File: config.mk
export PLATFORM = sky130hd
export DESIGN_NAME = sdfm_result_fifo_flat
export DESIGN_NICKNAME = d
export VERILOG_FILES = /design/src/rtl/sdfm_pkg.sv /design/src/rtl/sdfm_result_fifo_if.sv /design/src/rtl/sdfm_rr_arb.sv /design/src/rtl/sync_fifo.sv /design/src/rtl/sdfm_result_fifo.sv /design/src/flat_wrapper.sv
export SDC_FILE = /design/constraint.sdc
export NUM_CORES = 1
export LEC_CHECK = 0
export BUFFER_PORTS_ARGS = -buffer_cell sky130_fd_sc_hd__buf_2
export CORE_MARGIN = 3
export CORE_UTILIZATION = 52
export CTS_CLUSTER_DIAMETER = 60
export DETAILED_ROUTE_END_ITERATION = 10
export PLACE_DENSITY = 0.69
export SLEW_MARGIN = 40
export SYNTH_ARGS = -nofsm -noshare
export SYNTH_HDL_FRONTEND = slang
export SYNTH_SLANG_ARGS = --single-unit
File: constraint.sdc
create_clock -name SYSCLK -period 4.3 [get_ports SYSCLK]
set_clock_uncertainty 0.15 [all_clocks]
set_input_delay 0.215 -clock SYSCLK [delete_from_list [all_inputs] [get_ports SYSCLK]]
set_output_delay 0.215 -clock SYSCLK [all_outputs]
set_load 0.01 [all_outputs]
File: src/rtl/sdfm_pkg.sv
// Purpose: shared constants, entry layout and width helpers for the SDFM result collector.
// Latency: none (declarations only).
// Backpressure: n/a.
package sdfm_pkg;

    localparam int SDFM_DATA_W    = 32;
    localparam int SDFM_MAX_CH    = 16;
    localparam int SDFM_TAG_MAX_W = 4;

    // Entry layout for the widest configuration: channel tag above the result.
    typedef struct packed {
        logic [SDFM_TAG_MAX_W-1:0] tag;
        logic [SDFM_DATA_W-1:0]    data;
    } sdfm_entry_t;

    // Ceiling log2; clog2(1) == 0.
    function automatic int clog2(input int value);
        int r;
        r = 0;
        for (int i = 0; i < 31; i++) begin
            if ((1 << i) < value) begin
                r = i + 1;
            end
        end
        return r;
    endfunction

    // Channel tag width never drops below one bit.
    function automatic int tag_width(input int ch_num);
        return (ch_num > 1) ? clog2(ch_num) : 1;
    endfunction

endpackage

File: src/rtl/sdfm_result_fifo_if.sv
// Purpose: bundles the filter-side capture inputs, register-map controls and FIFO status outputs.
// Latency: none (wiring only).
// Backpressure: none; overflow is reported through overrun_signalx rather than stalling channels.
// Ports: master = filters/register map/IRQ side, slave = sdfm_result_fifo.
interface sdfm_result_fifo_if #(
    parameter int CH_NUM = 4,
    parameter int DATA_W = 32,
    parameter int DEPTH  = 16
);
    localparam int TAG_W = sdfm_pkg::tag_width(CH_NUM);
    localparam int CNT_W = sdfm_pkg::clog2(DEPTH) + 1;

    logic                     en_reg;
    logic [CH_NUM-1:0]        ch_en_regx;
    logic [CH_NUM-1:0]        update_signalx;
    logic [CH_NUM*DATA_W-1:0] data_inx;
    logic                     flush_signal;
    logic                     rd_signal;
    logic [CNT_W-1:0]         level_reg;
    logic [DATA_W-1:0]        rd_data;
    logic [TAG_W-1:0]         rd_tag;
    logic [CNT_W-1:0]         count;
    logic                     empty;
    logic                     full;
    logic                     levelup_signal;
    logic [CH_NUM-1:0]        overrun_signalx;

    modport master (
        output en_reg, ch_en_regx, update_signalx, data_inx, flush_signal, rd_signal, level_reg,
        input  rd_data, rd_tag, count, empty, full, levelup_signal, overrun_signalx
    );

    modport slave (
        input  en_reg, ch_en_regx, update_signalx, data_inx, flush_signal, rd_signal, level_reg,
        output rd_data, rd_tag, count, empty, full, levelup_signal, overrun_signalx
    );

endinterface

File: src/rtl/sdfm_rr_arb.sv
// Purpose: combinational round-robin arbiter, lowest index at or after ptr wins.
// Latency: 0 cycles (pure combinational).
// Backpressure: allow=0 suppresses any grant; requests are simply left pending.
// Ports: req (N requests), ptr (start index), allow -> gnt_valid, gnt_idx.
module sdfm_rr_arb #(
    parameter  int N  = 4,
    localparam int PW = (N > 1) ? $clog2(N) : 1
) (
    input  logic [N-1:0]  req,
    input  logic [PW-1:0] ptr,
    input  logic          allow,
    output logic          gnt_valid,
    output logic [PW-1:0] gnt_idx
);

    logic [2*N-1:0] dbl;
    logic [N-1:0]   rot;
    logic [PW-1:0]  off;
    logic [PW:0]    sum;

    always_comb begin
        // Rotate so that bit 0 of rot is the request at ptr.
        dbl = {req, req} >> ptr;
        rot = dbl[N-1:0];

        // Lowest set bit of the rotated vector; scanning downward leaves the lowest.
        off = '0;
        for (int i = N - 1; i >= 0; i--) begin
            if (rot[i]) begin
                off = PW'(i);
            end
        end

        // Rotate back, wrapping modulo N for non-power-of-two channel counts.
        sum = {1'b0, ptr} + {1'b0, off};
        if (sum >= (PW+1)'(N)) begin
            sum = sum - (PW+1)'(N);
        end

        gnt_valid = allow && (|req);
        gnt_idx   = sum[PW-1:0];
    end

endmodule

File: src/rtl/sync_fifo.sv
// Purpose: generic single-clock FIFO, register array, first-word fall-through head.
// Latency: push visible at head_dat one cycle after the push edge when empty.
// Backpressure: push is dropped when full unless a pop happens on the same edge; pop when empty is ignored.
// Ports: clr (sync clear), push_vld/push_dat, pop_vld -> head_dat, count, count_nxt, empty, full.
module sync_fifo #(
    parameter  int W     = 8,
    parameter  int DEPTH = 16,
    localparam int AW    = $clog2(DEPTH),
    localparam int CNT_W = AW + 1
) (
    input  logic             core_clk,
    input  logic             arst_n,
    input  logic             clr,
    input  logic             push_vld,
    input  logic [W-1:0]     push_dat,
    input  logic             pop_vld,
    output logic [W-1:0]     head_dat,
    output logic [CNT_W-1:0] count,
    output logic [CNT_W-1:0] count_nxt,
    output logic             empty,
    output logic             full
);

    logic [W-1:0]  mem [DEPTH];
    logic [AW-1:0] wptr;
    logic [AW-1:0] rptr;
    logic          pop_eff;
    logic          push_eff;

    assign pop_eff  = pop_vld && (count != '0);
    assign push_eff = push_vld && ((count != CNT_W'(DEPTH)) || pop_eff);

    always_comb begin
        count_nxt = count;
        case ({push_eff, pop_eff})
            2'b10:   count_nxt = count + CNT_W'(1);
            2'b01:   count_nxt = count - CNT_W'(1);
            default: count_nxt = count;
        endcase
    end

    // Pointers wrap naturally; count is kept separately so full and empty stay unambiguous.
    always_ff @(posedge core_clk or negedge arst_n) begin
        if (!arst_n) begin
            wptr  <= '0;
            rptr  <= '0;
            count <= '0;
            for (int i = 0; i < DEPTH; i++) begin
                mem[i] <= '0;
            end
        end else if (clr) begin
            wptr  <= '0;
            rptr  <= '0;
            count <= '0;
        end else begin
            if (push_eff) begin
                mem[wptr] <= push_dat;
                wptr      <= wptr + AW'(1);
            end
            if (pop_eff) begin
                rptr <= rptr + AW'(1);
            end
            count <= count_nxt;
        end
    end

    assign head_dat = mem[rptr];
    assign empty    = (count == '0);
    assign full     = (count == CNT_W'(DEPTH));

endmodule

File: src/rtl/sdfm_result_fifo.sv
// Purpose: collects per-channel filter results, round-robin tags them into one shared FIFO.
// Latency: update pulse to FIFO head in 2 cycles uncontended, up to CH_NUM+1 under contention.
// Backpressure: none toward filters; when full, samples wait in holding registers and newer ones overrun.
// Ports: SYSCLK, SYSRSTn, bus (slave modport: captures/controls in, head/status/events out).
module sdfm_result_fifo
    import sdfm_pkg::*;
#(
    parameter  int CH_NUM = 4,
    parameter  int DATA_W = SDFM_DATA_W,
    parameter  int DEPTH  = 16,
    localparam int TAG_W  = tag_width(CH_NUM),
    localparam int CNT_W  = clog2(DEPTH) + 1
) (
    input  logic               SYSCLK,
    input  logic               SYSRSTn,
    sdfm_result_fifo_if.slave  bus
);

    typedef struct packed {
        logic [TAG_W-1:0]  tag;
        logic [DATA_W-1:0] data;
    } entry_t;

    logic              flush_now;
    logic [CH_NUM-1:0] capture;
    logic [CH_NUM-1:0] pending;
    logic [CH_NUM-1:0] granted;
    logic [DATA_W-1:0] hold [CH_NUM];
    logic [TAG_W-1:0]  rr_ptr;
    logic              gnt_vld;
    logic [TAG_W-1:0]  gnt_idx;
    logic              arb_allow;
    entry_t            push_ent;
    entry_t            head_ent;
    logic [CNT_W-1:0]  count;
    logic [CNT_W-1:0]  count_nxt;
    logic              fifo_empty;
    logic              fifo_full;
    logic              lvl_hit;
    logic              levelup;
    logic [CH_NUM-1:0] overrun;

    // Disabling the block behaves as a flush held every cycle.
    assign flush_now = bus.flush_signal || !bus.en_reg;
    assign capture   = bus.update_signalx & bus.ch_en_regx & {CH_NUM{bus.en_reg}};

    // A full FIFO can still accept a write on the edge that pops its head.
    assign arb_allow = !flush_now && (!fifo_full || bus.rd_signal);

    sdfm_rr_arb #(.N(CH_NUM)) u_arb (
        .req       (pending),
        .ptr       (rr_ptr),
        .allow     (arb_allow),
        .gnt_valid (gnt_vld),
        .gnt_idx   (gnt_idx)
    );

    always_comb begin
        granted = '0;
        for (int i = 0; i < CH_NUM; i++) begin
            granted[i] = gnt_vld && (gnt_idx == TAG_W'(i));
        end
    end

    always_comb begin
        push_ent.tag  = gnt_idx;
        push_ent.data = hold[gnt_idx];
    end

    // A capture on a granted channel refills its holding register after the old value
    // leaves, so only an ungranted, still-pending channel loses a sample.
    always_ff @(posedge SYSCLK or negedge SYSRSTn) begin
        if (!SYSRSTn) begin
            pending <= '0;
            overrun <= '0;
            rr_ptr  <= '0;
            for (int i = 0; i < CH_NUM; i++) begin
                hold[i] <= '0;
            end
        end else if (flush_now) begin
            pending <= '0;
            overrun <= '0;
            rr_ptr  <= '0;
        end else begin
            for (int i = 0; i < CH_NUM; i++) begin
                if (capture[i]) begin
                    hold[i]    <= bus.data_inx[DATA_W*i +: DATA_W];
                    pending[i] <= 1'b1;
                    overrun[i] <= pending[i] && !granted[i];
                end else begin
                    overrun[i] <= 1'b0;
                    if (granted[i]) begin
                        pending[i] <= 1'b0;
                    end
                end
            end
            if (gnt_vld) begin
                if (gnt_idx == TAG_W'(CH_NUM - 1)) begin
                    rr_ptr <= '0;
                end else begin
                    rr_ptr <= gnt_idx + TAG_W'(1);
                end
            end
        end
    end

    sync_fifo #(
        .W     ($bits(entry_t)),
        .DEPTH (DEPTH)
    ) u_fifo (
        .core_clk  (SYSCLK),
        .arst_n    (SYSRSTn),
        .clr       (flush_now),
        .push_vld  (gnt_vld),
        .push_dat  (push_ent),
        .pop_vld   (bus.rd_signal),
        .head_dat  (head_ent),
        .count     (count),
        .count_nxt (count_nxt),
        .empty     (fifo_empty),
        .full      (fifo_full)
    );

    // Edge-triggered on the upward crossing only, so a level held at or above the
    // threshold does not re-fire until the fill has dropped below it.
    assign lvl_hit = (bus.level_reg != '0) && (count < bus.level_reg) && (count_nxt >= bus.level_reg);

    always_ff @(posedge SYSCLK or negedge SYSRSTn) begin
        if (!SYSRSTn) begin
            levelup <= 1'b0;
        end else begin
            levelup <= lvl_hit && !flush_now;
        end
    end

    assign bus.rd_data         = head_ent.data;
    assign bus.rd_tag          = head_ent.tag;
    assign bus.count           = count;
    assign bus.empty           = fifo_empty;
    assign bus.full            = fifo_full;
    assign bus.levelup_signal  = levelup;
    assign bus.overrun_signalx = overrun;

endmodule

File: src/flat_wrapper.sv
// flat-port wrapper written by rule: the top's interface ports become plain ports
module sdfm_result_fifo_flat import sdfm_pkg::*;
#(
    parameter  int CH_NUM = 4,
    parameter  int DATA_W = SDFM_DATA_W,
    parameter  int DEPTH  = 16,
    localparam int TAG_W  = tag_width(CH_NUM),
    localparam int CNT_W  = clog2(DEPTH) + 1
)
  (SYSCLK, SYSRSTn, bus_en_reg, bus_ch_en_regx, bus_update_signalx, bus_data_inx, bus_flush_signal, bus_rd_signal, bus_level_reg, bus_rd_data, bus_rd_tag, bus_count, bus_empty, bus_full, bus_levelup_signal, bus_overrun_signalx);
  sdfm_result_fifo_if #(.CH_NUM(CH_NUM), .DATA_W(DATA_W), .DEPTH(DEPTH)) bus_i ();
  input  logic SYSCLK;
  input  logic SYSRSTn;
  input wire logic [$bits(bus_i.en_reg)-1:0] bus_en_reg;
  input wire logic [$bits(bus_i.ch_en_regx)-1:0] bus_ch_en_regx;
  input wire logic [$bits(bus_i.update_signalx)-1:0] bus_update_signalx;
  input wire logic [$bits(bus_i.data_inx)-1:0] bus_data_inx;
  input wire logic [$bits(bus_i.flush_signal)-1:0] bus_flush_signal;
  input wire logic [$bits(bus_i.rd_signal)-1:0] bus_rd_signal;
  input wire logic [$bits(bus_i.level_reg)-1:0] bus_level_reg;
  output wire logic [$bits(bus_i.rd_data)-1:0] bus_rd_data;
  output wire logic [$bits(bus_i.rd_tag)-1:0] bus_rd_tag;
  output wire logic [$bits(bus_i.count)-1:0] bus_count;
  output wire logic [$bits(bus_i.empty)-1:0] bus_empty;
  output wire logic [$bits(bus_i.full)-1:0] bus_full;
  output wire logic [$bits(bus_i.levelup_signal)-1:0] bus_levelup_signal;
  output wire logic [$bits(bus_i.overrun_signalx)-1:0] bus_overrun_signalx;
  assign bus_i.en_reg = bus_en_reg;
  assign bus_i.ch_en_regx = bus_ch_en_regx;
  assign bus_i.update_signalx = bus_update_signalx;
  assign bus_i.data_inx = bus_data_inx;
  assign bus_i.flush_signal = bus_flush_signal;
  assign bus_i.rd_signal = bus_rd_signal;
  assign bus_i.level_reg = bus_level_reg;
  assign bus_rd_data = bus_i.rd_data;
  assign bus_rd_tag = bus_i.rd_tag;
  assign bus_count = bus_i.count;
  assign bus_empty = bus_i.empty;
  assign bus_full = bus_i.full;
  assign bus_levelup_signal = bus_i.levelup_signal;
  assign bus_overrun_signalx = bus_i.overrun_signalx;
  sdfm_result_fifo #(.CH_NUM(CH_NUM), .DATA_W(DATA_W), .DEPTH(DEPTH)) u_core (.SYSCLK(SYSCLK), .SYSRSTn(SYSRSTn), .bus(bus_i));
endmodule
==> results.yml <==
outcome:
  status: "complete, no violations"
global_route:
  grt_pass1_wl_um: 197000
  grt.total_usage_pct: 33.9
  grt-ovfl-total: 0
  antenna_found_initial: 1
  grt_pass1_vias: 32400
  grt_max_degree: 237
synthesis:
  synthesis.nets: 3660
  synth_cells: 3490
  synth_edf_count: 0
  synth.top_cell.area_share_pct: 46.3
  avgSynthCellArea_um2: 10.8
  yosysSeqAreaShare_pct: 46.3
  synthesis.area_um2: 37600
  yosys.area.top_type: "dfrtp_1"
  synthArstFlopShare_pct: 100
  synthFlopType: "dfrtp_1"
  synthDistinctLibCells: 49
  ys_warn_count: 0
  synth_area_leaders: "dfrtp_1 46%, o21ai_0 14%, a22o_1 12%"
  synth-seq-cells: 696
power_and_ir_drop:
  p_leak_nw: 15.0
  pwr_density_cell_nw_per_um2: 391
  seq_power_share_pct: 42.4
  clockPowerShare_pct: 40.7
  internal_power_mw: 12.3
  swShare_pct: 27.9
  pwr-share-comb_pct: 16.9
  peakVddDrop_mv: 0.380
  power.net_switching_mw: 4.76
route:
  drt_iter0_drc: 4453
  wirelength_um: 129000
  vias: 32600
  drcViolationCount: 0
  routedWlPerCell_um: 28.0
  drt_first_pass_iters: 7
  via_per_inst: 7.08
  postRouteAntennaNets: 0
sta:
  maxSlewHeadroom_pct: 37.7
  final_hold_viol_count: 0
  worst_slack_ns: 0.358
  final.setup.tns_ns: 0
  rsz0062_at_grt: "no"
  worst_slew_pin_slew_ns: 0.935
  drv_slew: 0
  fin_crit_sh_pct: 91.7
  period_needed_ns: 3.94
  setup_viol: 0
  max_freq_mhz: 254
worst_hold_path:
  worst_hold_path.endpoint: "u_core.bus.levelup_signal"
  hold_path.class: "input port to flip-flop"
  min_path_cells: 4
  holdCritStartpoint: "bus_level_reg[0]"
placement:
  numPortBuffers: 191
  dp.final_hpwl_um: 70500
  gp_congestion: 0.841
  dpl.cell_count: 4320
  pre_cts_ws_ns: 0.406
worst_setup_path:
  cp-end-kind: "flip-flop"
  cp_max_fo: 9
  reg2regPathDepth: 15
  crit_buf_inv: 2
  crit_required_ns: 4.65
  regToRegSetupSlack_ns: 0.36
  cp_slowest_cell: "nor4_4"
  cp_data_arrival_time_ns: 4.29
  cp-start-kind: "flip-flop"
  max_stage_delay_ns: 0.70
  cp_cell_sequence: "nor4_4, a211oi_2, inv_1, ha_1, inv_1, fa_1, nor2b_1, o21ai_0, and3_1, nor3_1, xnor2_1, ha_1, o21a_1, a21oi_1, a211oi_1"
  reg2reg_from: "u_core.pending[1]"
  crit_type: "flip-flop to flip-flop"
  crit_family: "simple AND/OR/NAND/NOR gates"
  r2r_end: "u_core.bus.levelup_signal"
clocking:
  cts_tree: "yes"
  clockRootBuffer: "clkbuf_16"
  cts.sinks: 696
  postCtsSetupBuffers: 0
  clk_latency_ns: 0.64
  clkTransAtPathRegs_ns: 0.05
  htree_levels: 3
  clk_path_buf_depth: 3
  numCtsBuffers: 78
floorplan:
  rows: 97
  num_io_pins: 192
  core_area_um2: 70900
  die_area_um2: 75600
  initial_utilization_pct: 53.1
  die_w_um: 275
  die_y_um: 275
cells_and_area:
  fin_nets: 3776
  synthToLayoutAreaGrowth_pct: 15.9
  fin_cells: 4602
  antenna_cells: 0
  fillCellCount: 5506
  drive_above_1_share_pct: 22.2
job:
  maxCapViolCount: 0
## routing by layer
| layer | part of all wire [%] | vias up | track usage (%) |
|---|---|---|---|
| met4 | 5.0 | 2 | 16.1 |
| met5 | 0.010 | - | 0 |
| met1 | 39 | 16400 | 46.0 |
| met3 | 11 | 428 | 7.44 |
| li1 | - | 13600 | - |
| met2 | 45 | 2187 | 52.0 |
## area by class of cell
type                            instances  area, µm²  area share, %
Multi-Input combinational cell       2336      18500           42.3
Sequential cell                       696      17400           40.0
Timing Repair Buffer                  476       3870           8.86
Clock buffer                          113       2340           5.36
Inverter                               18       67.6          0.155
Tap cell                              940       1180           2.70
Clock inverter                         23        290          0.665
## sequential cells by signal, summed over array words and instances (netlist names)
signal / cells
u_core.bus.levelup_signal: 1
u_core.bus.overrun_signalx: 4
u_core.u_fifo.count: 5
u_core.u_fifo.wptr: 4
u_core.u_fifo.rptr: 4
u_core.u_fifo.mem: 544
u_core.pending: 4
u_core.rr_ptr: 2
u_core.hold: 128
## Yosys cell counts (all sizes together), types with 2 or more instances
library cell	number
ha	23
nand2	67
clkbuf	321
nor2	76
a21o	5
nor3	3
dfrtp	696
nor2b	6
inv	18
o21a	2
o21ai	1061
a21oi	9
mux2	128
a2111oi	3
nand4	6
nand3	26
o31ai	2
xnor2	5
a211o	2
nor4	131
mux4	170
nand2b	3
xor2	7
and2	6
a22o	512
buf	119
mux2i	68
a211oi	4
## logic make-up (layout without fill, tap and decap cells)
| group | count (synthesis) | in the layout | synth area share, % |
|---|---|---|---|
| simple gates | 328 | 328 | 4.80 |
| compound gates | 1606 | 1606 | 26.8 |
| fa+ha+maj | 24 | 24 | 0.818 |
| xor+xnor | 12 | 12 | 0.299 |
| flops | 696 | 696 | 46.3 |
| buf+inv | 458 | 630 | 5.13 |
| mux | 366 | 366 | 15.8 |
## power groups by stage
stage	registers, mW	clock network (mW)	logic, mW
4_1_cts	7.19	6.98	2.81
3_5_place_dp	7.31	0	2.71
5_1_grt	7.26	7.26	3.12
6_report	7.23	6.95	2.88
3_3_place_gp	7.28	0	2.57
2_1_floorplan	7.22	0	1.79
## per-stage QoR
stage	area (µm²)	power (mW)	hold slack [ns]	utilization, %
after floorplan	37600	9.01	-0.231	-
after global placement	39400	9.85	0.218	55.5
after detailed placement	39500	10.0	0.0131	55.7
after CTS	43600	17.0	0.0231	61.5
after global routing	43600	17.6	0.0915	61.5
final	43600	17.1	0.0253	61.5
## cells in the final DEF (no fill, tap or decap), types with 3 or more instances in the layout
cell type / synthesis / routed
nand2_1: 62 / 50
buf_16: 0 / 4
o21ai_0: 1061 / 1061
nand3_4: 0 / 5
clkbuf_8: 0 / 17
buf_4: 10 / 110
dfrtp_1: 696 / 692
nor2_2: 6 / 6
inv_1: 18 / 18
nand3_1: 13 / 6
buf_2: 86 / 190
ha_1: 23 / 22
xor2_1: 7 / 6
nor2b_1: 6 / 5
bufinv_16: 0 / 6
a2111oi_4: 3 / 3
mux2_2: 128 / 128
nand2_2: 1 / 13
clkinv_2: 0 / 13
clkbuf_16: 0 / 82
nor4_1: 129 / 129
dfrtp_4: 0 / 4
buf_12: 0 / 25
nand3_2: 13 / 15
nand4_1: 6 / 6
nand2_4: 4 / 4
nor2_1: 70 / 70
a21oi_1: 9 / 9
xnor2_1: 4 / 3
a22o_1: 512 / 512
a21o_1: 5 / 5
clkbuf_1: 321 / 14
and2_1: 6 / 6
mux4_2: 170 / 170
nor3_1: 3 / 3
dlygate4sd3_1: 0 / 144
mux2i_1: 68 / 68
## worst max path at each step
stage / startpoint / end / cells after the start
2_1_floorplan: u_core.u_fifo.count[1] / u_core.bus.levelup_signal / 15
3_3_place_gp: u_core.pending[1] / u_core.bus.levelup_signal / 15
3_5_place_dp: u_core.pending[1] / u_core.bus.levelup_signal / 15
4_1_cts: u_core.pending[1] / u_core.bus.levelup_signal / 15
5_1_grt: u_core.pending[1] / u_core.bus.levelup_signal / 15
6_report: u_core.pending[1] / u_core.bus.levelup_signal / 15
## timing repair
| item | CTS | global route |
|---|---|---|
| hold endpoints to repair | 407 | 0 |
| resized for setup | 0 | 0 |
| hold buffers | 145 | 0 |
## worst register-to-register path: stages, from the launching register on
cell and delay (ns):
dfrtp_1 0.48, nor4_4 0.70, a211oi_2 0.09, inv_1 0.16
ha_1 0.26, inv_1 0.10, fa_1 0.41, nor2b_1 0.15
o21ai_0 0.11, and3_1 0.20, nor3_1 0.30, xnor2_1 0.17
ha_1 0.24, o21a_1 0.10, a21oi_1 0.14, a211oi_1 0.06
Note: power is estimated with default switching activity, not from simulation.
